[src/rtl/msk_hpc2_feeder.sv]
// msk_hpc2_feeder: retimes d-share operands and LFSR randomness to the split latencies of one HPC2 AND gadget
//   ports: clk, rst (async active-high); seed_valid/seed load the PRNG and start warm-up; seeded high in READY;
//   in_valid/in_ready operand handshake with a_in/b_in shares; inb/rnd stage 0, ina/inb_prev stage 1;
//   res_valid flags the cycle the gadget output is valid
module msk_hpc2_feeder #(
  parameter int d = 2
) (
  input  logic                       clk,
  input  logic                       rst,
  input  logic                       seed_valid,
  input  logic [63:0]                seed,
  output logic                       seeded,
  input  logic                       in_valid,
  output logic                       in_ready,
  input  logic [d-1:0]               a_in,
  input  logic [d-1:0]               b_in,
  output logic [d-1:0]               ina,
  output logic [d-1:0]               inb,
  output logic [d-1:0]               inb_prev,
  output logic [d*(d-1)/2-1:0]       rnd,
  output logic                       res_valid
);
  localparam int RW = d * (d - 1) / 2;
  localparam int WC = (128 + RW - 1) / RW;
  typedef enum logic [1:0] {UNSEEDED, WARMUP, READY} state_t;
  state_t state, state_nx;
  logic [63:0] s, s_adv;
  logic [RW-1:0] cand;
  logic [7:0] cnt, cnt_nx;
  logic [d-1:0] a0;
  logic v0, v1, accept;
  assign seeded = state == READY;
  assign in_ready = seeded;
  assign accept = in_valid && seeded;
  // RW LFSR steps unrolled per cycle; the bit emitted by step k is candidate bit k
  always_comb begin
    s_adv = s;
    cand = '0;
    for (int k = 0; k < RW; k++) begin
      cand[k] = s_adv[63];
      s_adv = {s_adv[62:0], s_adv[63] ^ s_adv[62] ^ s_adv[60] ^ s_adv[59]};
    end
  end
  // reseed wins over warm-up completion
  always_comb begin
    state_nx = state;
    cnt_nx = cnt;
    if (seed_valid) begin
      state_nx = WARMUP;
      cnt_nx = '0;
    end else if (state == WARMUP) begin
      cnt_nx = cnt + 8'd1;
      state_nx = cnt_nx == 8'(WC) ? READY : WARMUP;
    end
  end
  always_ff @(posedge clk or posedge rst) begin
    if (rst) begin
      state <= UNSEEDED;
      cnt <= '0;
      s <= '0;
    end else begin
      state <= state_nx;
      cnt <= cnt_nx;
      if (seed_valid) s <= seed == 64'h0 ? 64'h1 : seed;
      else if (state != UNSEEDED) s <= s_adv;
    end
  end
  // idle cycles zero the shares so stale masked values never reach the gadget
  always_ff @(posedge clk or posedge rst) begin
    if (rst) begin
      inb <= '0;
      a0 <= '0;
      rnd <= '0;
      v0 <= 1'b0;
      ina <= '0;
      inb_prev <= '0;
      v1 <= 1'b0;
      res_valid <= 1'b0;
    end else begin
      inb <= accept ? b_in : '0;
      a0 <= accept ? a_in : '0;
      rnd <= accept ? cand : '0;
      v0 <= accept;
      ina <= a0;
      inb_prev <= inb;
      v1 <= v0;
      res_valid <= v1;
    end
  end
endmodule
[config.mk]
export PLATFORM = sky130hd
export DESIGN_NAME = msk_hpc2_feeder
export DESIGN_NICKNAME = d
export VERILOG_FILES = /design/src/rtl/msk_hpc2_feeder.sv
export SDC_FILE = /design/constraint.sdc
export NUM_CORES = 1
export LEC_CHECK = 0
export ABC_CLOCK_PERIOD_IN_PS = 5600
export BUFFER_PORTS_ARGS = -buffer_cell sky130_fd_sc_hd__buf_2
export CORE_MARGIN = 2
export CORE_UTILIZATION = 42
export DETAILED_ROUTE_END_ITERATION = 8
export GPL_TIMING_DRIVEN = 0
export HOLD_SLACK_MARGIN = 0.03
export RECOVER_POWER = 25
export SLEW_MARGIN = 20
export SYNTH_ARGS = -nofsm -noshare
export SYNTH_HDL_FRONTEND = slang
export SYNTH_SLANG_ARGS = --single-unit
[constraint.sdc]
create_clock -name clk -period 5.6 [get_ports clk]
set_clock_uncertainty 0.15 [all_clocks]
set_input_delay 1.12 -clock clk [delete_from_list [all_inputs] [get_ports clk]]
set_output_delay 1.12 -clock clk [all_outputs]
set_load 0.01 [all_outputs]
==> flow_summary.yaml <==
detailed_routing:
  wl_per_cell_um: 14.8
  ant_nets: 0
  drc: 0
  routed_wl_um: 9040
  drt_iter0_markers: 87
  vias: 3138
  viasPerCell: 5.13
  dr.pass1.iters: 4
layout:
  drive_gt1_frac: 0.224
  syn_to_final_growth_pct: 19.3
  diodes: 0
  nNetsFinal: 553
grt:
  overflow: 0
  grt_max_degree: 47
  grt_pass1_wl_um: 15000
  first_global_vias: 3085
  antenna_found_initial: 0
  grt_usage: 0.187
setup_path:
  crit_chain: "inv_1 -> nor2_1 -> buf_4 -> buf_2"
  worstReg2RegEnd: "s[8]"
  cp.required_ps: 4330
  cp.arrival_ps: 1540
  crit_path_start: "state[1]"
  startpoint_type: "flip-flop"
  crit_type: "flip-flop to output pin"
  worstPathMaxFanout: 8
  endpoint: "seeded"
  critPathSlowestCell: "dfrtp_1"
  rrSetupSlack_ps: 3690
  endpoint_kind: "output pin"
  r2r_cells: 5
  cpPeakStageDelay_ps: 410
  r2r_start: "state[0]"
clocking:
  clock_path_buffers: 2
  cts_setup_buffers: 0
  ctsHoldBuffers: 0
  cts_resized: 0
  htreeDepth: 3
  path_clk_slew_ps: 90
  numCtsBuffers: 9
  cts_tree: "done"
  worstSkewPairLatency_ps: 350
  cts.sinks: 86
  root_buffer: "clkbuf_8"
floorplan:
  die_w_um: 102
  placeableCoreArea_um2: 9240
  die_area_um2: 10300
  die_h_um: 102
  fp-row-count: 35
  io_pins: 82
  initial_core_util: 0.434
sta:
  fin_crit_sh: 0.501
  period_needed_ps: 2810
  slew_violations: 46
  tns_ps: 0
  finalHoldViolations: 0
  setup_violations: 0
  setup_ws_ps: 2790
  rsz0062_at_grt: "false"
  relSlewSlack: -0.381
  worstMarginPinSlew_ps: 2060
  max_freq_mhz: 356
job:
  drv_cap: 1
synthesis:
  yosysTopAreaCell: "dfrtp_1"
  synthCells: 387
  synth-async-reset-ratio: 1.00
  ys.flop_type: "dfrtp_1"
  ys_seq_elements: 86
  synth.net_count: 461
  syn_area_um2: 4010
  yosysWarnings: 0
  yosys-top-cells-area: "dfrtp_1, mux2i_1, a21oi_1, nor2_1, nor4_1"
  synthTopCellsByCount: "dfrtp_1, nor2_1, a21oi_1, mux2i_1"
  seq_area_frac_synth: 0.537
  synth-edff-count: 0
  avgSynthCellArea_um2: 10.4
  synthDistinctLibCells: 35
  synth_top_area_share: 0.537
  synth_most_common_cell: "dfrtp_1"
power:
  p_int_uw: 960
  irDropWorstVdd_uv: 120
  p_total_uw: 1280
  swShare: 0.251
  power_frac_seq: 0.548
  pwr-share-comb: 0.115
  p_sw_uw: 322
  clockPowerShare: 0.338
  p_per_area_nw_per_um2: 268
  leakage_uw: 0.00230
placement:
  gp_congestion: 0.790
  pre_cts_ws_ps: 2730
  numPortBuffers: 80
  dpl.hpwl_um: 6490
status:
  status: "complete, but fails checks"
  violations: "max-capacitance violations, max-slew violations"
hold_path:
  hold_path.class: "flip-flop to flip-flop"
[sequential cells by signal, indices dropped and copies added (netlist names)]
name / flops
a0: 2
cnt: 8
ina: 2
inb: 2
inb_prev: 2
res_valid: 1
rnd: 1
s: 64
state: 2
v0: 1
v1: 1
[per-stage QoR]
stage	hold slack, ps	instance area (um2)	util	std cells
2_1_floorplan	181	4010	-	387
3_3_place_gp	182	4570	0.495	596
3_5_place_dp	186	4590	0.497	597
4_1_cts	206	4780	0.517	612
5_1_grt	215	4780	0.517	612
6_report	202	4780	0.517	612
[worst min path at each step]
stage,startpoint,end,slack (ps),depth (start not counted)
2_1_floorplan,a0[0],ina[0],180,0
3_5_place_dp,a0[0],ina[0],190,0
4_1_cts,a0[0],ina[0],210,0
3_3_place_gp,a0[1],ina[1],180,0
6_report,a0[0],ina[0],200,0
5_1_grt,a0[1],ina[1],220,0
[cells in the final DEF (no fill, tap or decap), types with 3 or more instances in the layout]
| cell type | count |
|---|---|
| a21oi_1 | 66 |
| and3_1 | 5 |
| buf_2 | 84 |
| clkbuf_1 | 19 |
| clkbuf_8 | 10 |
| dfrtp_1 | 86 |
| mux2i_1 | 63 |
| nand2_1 | 6 |
| nand4_1 | 6 |
| nor2_1 | 73 |
| nor2b_1 | 3 |
| nor4_1 | 18 |
| o21ai_0 | 3 |
| xnor2_1 | 7 |
| xor2_1 | 3 |
[critical path: cells and delay by family (launching register included)]
kind                   cells  cell delay [ps]
AND/OR/NAND/NOR            1              390
buffers and inverters      3              380
flip-flops                 1              410
[layer usage]
| metal | vias up | part of all wire | wire length [um] | track usage |
|---|---|---|---|---|
| li1 | 1548 | - | - | - |
| met3 | 9 | 0.047 | 424 | 0.0428 |
| met1 | 1516 | 0.48 | 4370 | 0.255 |
| met5 | - | 0 | 0 | 0 |
| met4 | 0 | 0.012 | 110 | 0.0624 |
| met2 | 65 | 0.46 | 4140 | 0.295 |
[power by group through the flow]
stage	clock network (uW)	logic (uW)	registers, uW
2_1_floorplan	0	97.1	706
5_1_grt	470	167	709
3_3_place_gp	0	144	713
4_1_cts	448	150	702
3_5_place_dp	0	150	714
6_report	433	147	703
[area by class of cell]
class                           instances  area, um2
Buffer                                 24       98.8
Clock buffer                           11        141
Clock inverter                          4       47.5
Fill cell                             870       4460
Inverter                                3       12.5
Multi-Input combinational cell        274       1750
Sequential cell                        86       2150
Tap cell                              129        161
Timing Repair Buffer                   81        420
[cell families after synthesis]
kind of cell,count (synthesis),synth area share
flip-flops,86,0.537
AND/OR/NAND/NOR,124,0.148
AO/OA/AOI/OAI,75,0.102
XOR/XNOR,10,0.0219
buffers and inverters,27,0.0275
multiplexers,63,0.157
adder cells (fa/ha/maj),2,0.00624
No activity file was read; power rests on OpenSTA's default activity.
